[config.mk]
export PLATFORM = sky130hd
export DESIGN_NAME = spi_frame_feeder
export DESIGN_NICKNAME = d
export VERILOG_FILES = /design/src/rtl/spi_feeder_pkg.sv /design/src/rtl/spi_byte_fifo.sv /design/src/rtl/spi_frame_feeder.sv
export SDC_FILE = /design/constraint.sdc
export NUM_CORES = 1
export LEC_CHECK = 0
export CAP_MARGIN = 30
export CELL_PAD_IN_SITES_DETAIL_PLACEMENT = 1
export CELL_PAD_IN_SITES_GLOBAL_PLACEMENT = 1
export CORE_MARGIN = 2
export CORE_UTILIZATION = 48
export CTS_BUF_LIST = sky130_fd_sc_hd__clkbuf_8
export DETAILED_ROUTE_END_ITERATION = 8
export GPL_ROUTABILITY_DRIVEN = 0
export GPL_TIMING_DRIVEN = 1
export PLACE_DENSITY = 0.92
export SLEW_MARGIN = 20
export SYNTH_ARGS = -nofsm -noshare
export SYNTH_HDL_FRONTEND = slang
export SYNTH_HIERARCHICAL = 1
export SYNTH_SLANG_ARGS = --single-unit
[constraint.sdc]
create_clock -name clk_i -period 3.1 [get_ports clk_i]
set_input_delay 0.775 -clock clk_i [delete_from_list [all_inputs] [get_ports clk_i]]
set_output_delay 0.775 -clock clk_i [all_outputs]
set_load 0.01 [all_outputs]
[src/rtl/spi_feeder_pkg.sv]
// Shared types and constants for the SPI frame feeder: device select
// encoding, FSM states and the latched frame request.
package spi_feeder_pkg;

    localparam int unsigned SIZE_W_DEFAULT = 13;
    localparam int unsigned NBYTES_W       = 10;
    localparam int unsigned BYTE_W         = 8;
    localparam int unsigned BIT_CNT_W      = 3;

    typedef enum logic [1:0] {
        DEV_FLASH = 2'd0,
        DEV_SHREG = 2'd1,
        DEV_MPU   = 2'd2,
        DEV_RSVD  = 2'd3
    } dev_sel_e;

    typedef enum logic [1:0] {
        ST_IDLE  = 2'd0,
        ST_WAIT  = 2'd1,
        ST_SHIFT = 2'd2
    } feeder_state_e;

    typedef struct packed {
        dev_sel_e              dev;
        logic [NBYTES_W-1:0]   nbytes;
        logic                  nrw;
    } frame_req_t;

endpackage

[src/rtl/spi_byte_fifo.sv]
// Byte FIFO with registered full/empty flags and a synchronous flush.
// DEPTH must be a power of two so the pointers wrap naturally.
module spi_byte_fifo #(
    parameter int unsigned DEPTH  = 4,
    parameter int unsigned DATA_W = 8
) (
    input  logic              clk_i,
    input  logic              rst_ni,
    input  logic              flush_i,
    input  logic              push_i,
    input  logic [DATA_W-1:0] data_i,
    input  logic              pop_i,
    output logic [DATA_W-1:0] head_c,
    output logic              full_o,
    output logic              empty_o
);

    localparam int unsigned AW = (DEPTH > 1) ? $clog2(DEPTH) : 1;
    localparam int unsigned CW = AW + 1;

    logic [DATA_W-1:0] mem [DEPTH];
    logic [AW-1:0]     wr_ptr_q;
    logic [AW-1:0]     rd_ptr_q;
    logic [CW-1:0]     count_q;
    logic [CW-1:0]     count_d;
    logic              push_ok;
    logic              pop_ok;

    assign push_ok = push_i && !full_o;
    assign pop_ok  = pop_i && !empty_o;
    assign head_c  = mem[rd_ptr_q];

    always_comb begin
        count_d = count_q;
        if (flush_i) begin
            count_d = '0;
        end else if (push_ok && !pop_ok) begin
            count_d = count_q + CW'(1);
        end else if (pop_ok && !push_ok) begin
            count_d = count_q - CW'(1);
        end
    end

    // A push coinciding with a flush is discarded along with the contents.
    always_ff @(posedge clk_i) begin
        if (push_ok && !flush_i) begin
            mem[wr_ptr_q] <= data_i;
        end
    end

    always_ff @(posedge clk_i or negedge rst_ni) begin
        if (!rst_ni) begin
            wr_ptr_q <= '0;
            rd_ptr_q <= '0;
            count_q  <= '0;
            full_o   <= 1'b0;
            empty_o  <= 1'b1;
        end else begin
            count_q <= count_d;
            full_o  <= (count_d == CW'(DEPTH));
            empty_o <= (count_d == '0);
            if (flush_i) begin
                wr_ptr_q <= '0;
                rd_ptr_q <= '0;
            end else begin
                if (push_ok) wr_ptr_q <= wr_ptr_q + AW'(1);
                if (pop_ok)  rd_ptr_q <= rd_ptr_q + AW'(1);
            end
        end
    end

endmodule

[src/rtl/spi_frame_feeder.sv]
// Feeds queued bytes MSB-first to an SPI master, framing them with a chip select.
// Optional SPI_FEEDER_ABORT_EN adds abort_i to cancel a frame and flush the FIFO.
module spi_frame_feeder
    import spi_feeder_pkg::*;
#(
    parameter int unsigned FIFO_DEPTH = 4,
    parameter int unsigned SIZE_W     = SIZE_W_DEFAULT
) (
    input  logic                clk_i,
    input  logic                rst_ni,
    input  logic                start_i,
    input  logic [1:0]          dev_sel_i,
    input  logic [NBYTES_W-1:0] nbytes_i,
    input  logic                nrw_i,
    input  logic [BYTE_W-1:0]   byte_i,
    input  logic                byte_valid_i,
    output logic                byte_ready_o,
    output logic                cs_flash_o,
    output logic                cs_shift_reg_o,
    output logic                cs_mpu_o,
    output logic [SIZE_W-1:0]   data_size_o,
    output logic                master_mode_nrw_o,
    output logic                mosi_o,
    output logic                busy_o,
    output logic                done_o,
    output logic                underrun_o
`ifdef SPI_FEEDER_ABORT_EN
    ,
    input  logic                abort_i
`endif
);

    feeder_state_e          state_q, state_d;
    frame_req_t             req_q, req_d;
    logic [NBYTES_W-1:0]    left_q, left_d;
    logic [BIT_CNT_W-1:0]   bit_cnt_q, bit_cnt_d;
    logic [BYTE_W-1:0]      shreg_q, shreg_d;
    logic                   mosi_d;
    logic                   done_d;
    logic                   underrun_d;
    logic                   pop_c;
    logic                   flush_c;
    logic [BYTE_W-1:0]      fifo_head_c;
    logic                   fifo_full;
    logic                   fifo_empty;

    spi_byte_fifo #(
        .DEPTH  (FIFO_DEPTH),
        .DATA_W (BYTE_W)
    ) u_fifo (
        .clk_i   (clk_i),
        .rst_ni  (rst_ni),
        .flush_i (flush_c),
        .push_i  (byte_valid_i),
        .data_i  (byte_i),
        .pop_i   (pop_c),
        .head_c  (fifo_head_c),
        .full_o  (fifo_full),
        .empty_o (fifo_empty)
    );

    assign byte_ready_o = !fifo_full;

    // Next-state and next-output logic; left_q counts bytes not yet popped.
    always_comb begin
        state_d    = state_q;
        req_d      = req_q;
        left_d     = left_q;
        bit_cnt_d  = bit_cnt_q;
        shreg_d    = shreg_q;
        mosi_d     = 1'b0;
        done_d     = 1'b0;
        underrun_d = 1'b0;
        pop_c      = 1'b0;
        flush_c    = 1'b0;

        unique case (state_q)
            ST_IDLE: begin
                if (start_i && (nbytes_i != '0) && (dev_sel_e'(dev_sel_i) != DEV_RSVD)) begin
                    req_d.dev    = dev_sel_e'(dev_sel_i);
                    req_d.nbytes = nbytes_i;
                    req_d.nrw    = nrw_i;
                    left_d       = nbytes_i;
                    state_d      = ST_WAIT;
                end
            end
            ST_WAIT: begin
                if (!fifo_empty) begin
                    pop_c     = 1'b1;
                    shreg_d   = fifo_head_c;
                    mosi_d    = fifo_head_c[BYTE_W-1];
                    left_d    = left_q - NBYTES_W'(1);
                    bit_cnt_d = '0;
                    state_d   = ST_SHIFT;
                end
            end
            ST_SHIFT: begin
                if (bit_cnt_q != BIT_CNT_W'(BYTE_W - 1)) begin
                    shreg_d   = {shreg_q[BYTE_W-2:0], 1'b0};
                    mosi_d    = shreg_q[BYTE_W-2];
                    bit_cnt_d = bit_cnt_q + BIT_CNT_W'(1);
                end else if (left_q == '0) begin
                    done_d  = 1'b1;
                    state_d = ST_IDLE;
                end else if (!fifo_empty) begin
                    // Back-to-back reload keeps the chip select continuous.
                    pop_c     = 1'b1;
                    shreg_d   = fifo_head_c;
                    mosi_d    = fifo_head_c[BYTE_W-1];
                    left_d    = left_q - NBYTES_W'(1);
                    bit_cnt_d = '0;
                end else begin
                    underrun_d = 1'b1;
                    state_d    = ST_IDLE;
                end
            end
            default: state_d = ST_IDLE;
        endcase

`ifdef SPI_FEEDER_ABORT_EN
        if (abort_i && (state_q != ST_IDLE)) begin
            state_d    = ST_IDLE;
            pop_c      = 1'b0;
            flush_c    = 1'b1;
            mosi_d     = 1'b0;
            done_d     = 1'b0;
            underrun_d = 1'b0;
        end
`endif
    end

    // State register; outputs are registered from the next-state values.
    always_ff @(posedge clk_i or negedge rst_ni) begin
        if (!rst_ni) begin
            state_q           <= ST_IDLE;
            req_q             <= '0;
            left_q            <= '0;
            bit_cnt_q         <= '0;
            shreg_q           <= '0;
            cs_flash_o        <= 1'b0;
            cs_shift_reg_o    <= 1'b0;
            cs_mpu_o          <= 1'b0;
            data_size_o       <= '0;
            master_mode_nrw_o <= 1'b0;
            mosi_o            <= 1'b0;
            busy_o            <= 1'b0;
            done_o            <= 1'b0;
            underrun_o        <= 1'b0;
        end else begin
            state_q           <= state_d;
            req_q             <= req_d;
            left_q            <= left_d;
            bit_cnt_q         <= bit_cnt_d;
            shreg_q           <= shreg_d;
            cs_flash_o        <= (state_d == ST_SHIFT) && (req_d.dev == DEV_FLASH);
            cs_shift_reg_o    <= (state_d == ST_SHIFT) && (req_d.dev == DEV_SHREG);
            cs_mpu_o          <= (state_d == ST_SHIFT) && (req_d.dev == DEV_MPU);
            data_size_o       <= (state_d == ST_SHIFT) ? SIZE_W'({req_d.nbytes, 3'b000}) : '0;
            master_mode_nrw_o <= (state_d == ST_SHIFT) && req_d.nrw;
            mosi_o            <= mosi_d;
            busy_o            <= (state_d != ST_IDLE);
            done_o            <= done_d;
            underrun_o        <= underrun_d;
        end
    end

endmodule

==> metrics.csv <==
stage,metric,value,unit
die,standard-cell rows,34,
synthesis,Synth area leader,dfrtp_1,
run_status,status,completed,
route,post-route ant nets,0,
finish,fillers,887,
worst_setup_path,"Slowest-stage cell, CP",and2b_1,
timing,RSZ-0062 raised after global routing,false,
timing,final setup TNS,0,ns
timing,max-slew headroom at the worst pin,55.0,%
finish,Inserted Diodes,0,
global_route,gr ovfl total,0,
placement,Final HPWL DP,6.82,mm
synthesis,Yosys top cell area share,34.8,%
clock_network,number of CTS-inserted buffers,9,
synthesis,ranking of synthesized cells by area,"dfrtp_1 (35%), edfxtp_1 (22%), mux4_2 (4.1%), ha_1 (4.0%), mux2_2 (3.3%)",
global_route,overall global routing resource usage,20.9,%
timing,Final Max Tran Viols,0,
synthesis,register area share after synthesis,57.4,%
synthesis,Post-synth top flop,dfrtp_1,
die,Ports,47,
route,"wirelength, routed",9.66,mm
worst_setup_path,CP Launch Type,register,
timing,clk_skew,0.0131,ns
worst_setup_path,required time worst endpoint,3.38,ns
die,core area,8810,sq um
finish,Final #Nets,424,
clock_network,CTS tree,built,
clock_network,Root Driver,clkbuf_8,
synthesis,Synth Register Bits,94,
worst_hold_path,worst min path class,primary input to async pin,
worst_setup_path,CP Max Fanout,19,
die,Starting Density,49.8,%
synthesis,synth warn,6,
die,Die ar.,9910,sq um
power_and_ir_drop,Pleak,2.00,nW
clock_network,clock latency on the worst-skew pair,0.37,ns
die,die height,99.6,um
route,Initial DRC Count,105,
timing,Worst Tran Pin Value,0.675,ns
synthesis,ys async rst share,66.0,%
clock_network,Hold Buf Count CTS,0,
finish,share of cells above drive strength 1,17.2,%
worst_setup_path,Buf/Inv on CP,2,
clock_network,post-cts sizing count,0,
timing,final hold violations,0,
placement,number of I/O port buffers,43,
global_route,first-pass GRT wire length,16.2,mm
synthesis,syn_area_per_cell,12.9,sq um
route,Vias,2831,
global_route,initial antenna violation count,0,
worst_setup_path,critical path type,register to register,
clock_network,CTS H-Tree Depth,3,
global_route,largest net degree at the start of global routing,26,
route,Routed wire per std cell,19.4,um
timing,# setup viols final,0,
synthesis,Post-synth EDFFs,32,
route,drt pass-1 iters,4,
synthesis,Netlist cell types,62,
route,Via density,5.68,
clock_network,setup bufs post-CTS,0,
synthesis,Post-Syn Area,4380,sq um
route,DRC,0,
worst_setup_path,CP endpoint kind,register,
timing,Peak Freq,366,MHz
timing,crit share post-route,88.0,%
worst_setup_path,crit path DAT,3.01,ns
timing,min Tclk post-route,2.73,ns
global_route,vias in the first global route,3173,
clock_network,clock-pin slew on the worst setup and hold paths,0.11,ns
clock_network,CTS Sinks,94,
run,number of max-cap violations,0,
finish,area delta synth->final,16.1,%
worst_setup_path,CP cell instances,inv_1 > ha_1 > and2b_1 > nor2_1 > a211oi_1 > o32ai_2 > buf_4 > nor3b_2,
power_and_ir_drop,Pwr Density,845,nW/um^2
clock_network,CTS max path bufs,2,
worst_setup_path,CP peak stage delay,0.62,ns
synthesis,Mapped Cells,341,
power_and_ir_drop,Max IR drop VDD,332,uV
worst_setup_path,Top delay family on crit path,simple AND/OR/NAND/NOR gates,
die,Die X,99.6,um
power_and_ir_drop,Total Power,0.00430,W
==> cell type report <==
class,instances,area (sq um),share of cell area [%]
Sequential cell,94,2510,49.4
Clock buffer,9,124,2.43
Timing Repair Buffer,48,475,9.34
Multi-Input combinational cell,216,1700,33.5
Tap cell,108,135,2.66
Clock inverter,7,76.3,1.50
Inverter,16,60.1,1.18
==> layout by cell type, fill, tap and decap left out, types with 6 or more instances in the layout <==
cell type / netlist / routed
nor3_1: 8 / 8
a21oi_1: 20 / 20
nand3_1: 8 / 8
mux2i_1: 9 / 9
inv_1: 16 / 16
mux4_2: 8 / 8
edfxtp_1: 32 / 32
o21ai_0: 15 / 15
nor2b_1: 11 / 11
clkdlybuf4s50_1: 0 / 42
clkbuf_8: 0 / 9
nand2_1: 28 / 28
nand2b_1: 6 / 6
mux2_2: 13 / 13
dfrtp_1: 61 / 61
nor2_1: 12 / 12
and3_1: 7 / 7
ha_1: 14 / 14
==> sequential cells by signal (all words and copies together) (netlist names), 2 cells and up <==
name	count
u_fifo/mem	32
req_q	13
data_size_o	10
left_q	10
shreg_q	7
bit_cnt_q	3
u_fifo/count_q	3
state_q	2
u_fifo/rd_ptr_q	2
u_fifo/wr_ptr_q	2
==> cell families after synthesis <==
logic type | share of synthesized area, %
compound gates | 9.56
xor+xnor | 0.999
other cells | 0.0856
mux | 9.51
flops | 57.4
fa+ha+maj | 4.25
simple gates | 14.2
buf+inv | 4.02
==> layer usage <==
layer  GRT usage (%)  part of all wire [%]  vias up
li1                -                     -     1309
met1            26.3                    44     1456
met3            3.72                   2.9       13
met5               0                     0        -
met2            36.9                    52       53
met4            6.32                   1.5        0
==> worst reg2reg max path: stages (launching register included) <==
cell and delay [ns]:
dfrtp_1 0.45, inv_1 0.11, ha_1 0.37, and2b_1 0.62
nor2_1 0.11, a211oi_1 0.38, o32ai_2 0.19, buf_4 0.22
nor3b_2 0.20
==> where the power goes <==
group | switching [W] | leakage (nW) | internal, W
Combinational | 0.000938 | 0.823 | 0.000723
Sequential | 0.000213 | 1.08 | 0.00160
Clock | 0.000499 | 0.103 | 0.000323
==> synth_stat cells, types with 5 or more instances <==
library cell / instances
nor3_1: 8
mux2i_1: 9
edfxtp_1: 32
nor2_1: 12
and3_1: 7
nand2b_1: 6
a21oi_1: 20
mux4_2: 8
ha_1: 14
nand2_1: 28
buf_4: 6
o21ai_0: 15
mux2_2: 13
inv_1: 16
clkbuf_1: 5
nor2b_1: 11
nand3_1: 8
dfrtp_1: 61
==> stage by stage <==
stage	util [%]	std cells	hold slack (ns)	setup WS (ns)	cell area (sq um)
4_1_cts	57.7	497	0.382	0.393	5080
3_3_place_gp	55.4	481	0.460	0.137	4880
2_1_floorplan	-	344	0.449	0.900	4390
3_5_place_dp	55.4	481	0.483	0.0231	4880
6_report	57.8	498	0.373	0.371	5090
5_1_grt	57.8	498	0.390	0.143	5090
==> worst paths after layout <==
| path | startpoint | endpoint | slack, ns | cells past startpoint |
|---|---|---|---|---|
| min reg2reg | req_q[4]$_DFF_PN0_ | req_q[4]$_DFF_PN0_ | 0.50 | 1 |
| max in group asynchronous | rst_ni | req_q[8]$_DFF_PN0_ | 1.98 | 2 |
| max | state_q[0]$_DFF_PN0_ | cs_mpu_o$_DFF_PN0_ | 0.37 | 8 |
| min in group clk_i | req_q[4]$_DFF_PN0_ | req_q[4]$_DFF_PN0_ | 0.50 | 1 |
| max reg2reg | state_q[0]$_DFF_PN0_ | cs_mpu_o$_DFF_PN0_ | 0.37 | 8 |
| min | rst_ni | busy_o$_DFF_PN0_ | 0.37 | 1 |
(Power assumes the default switching activity.)
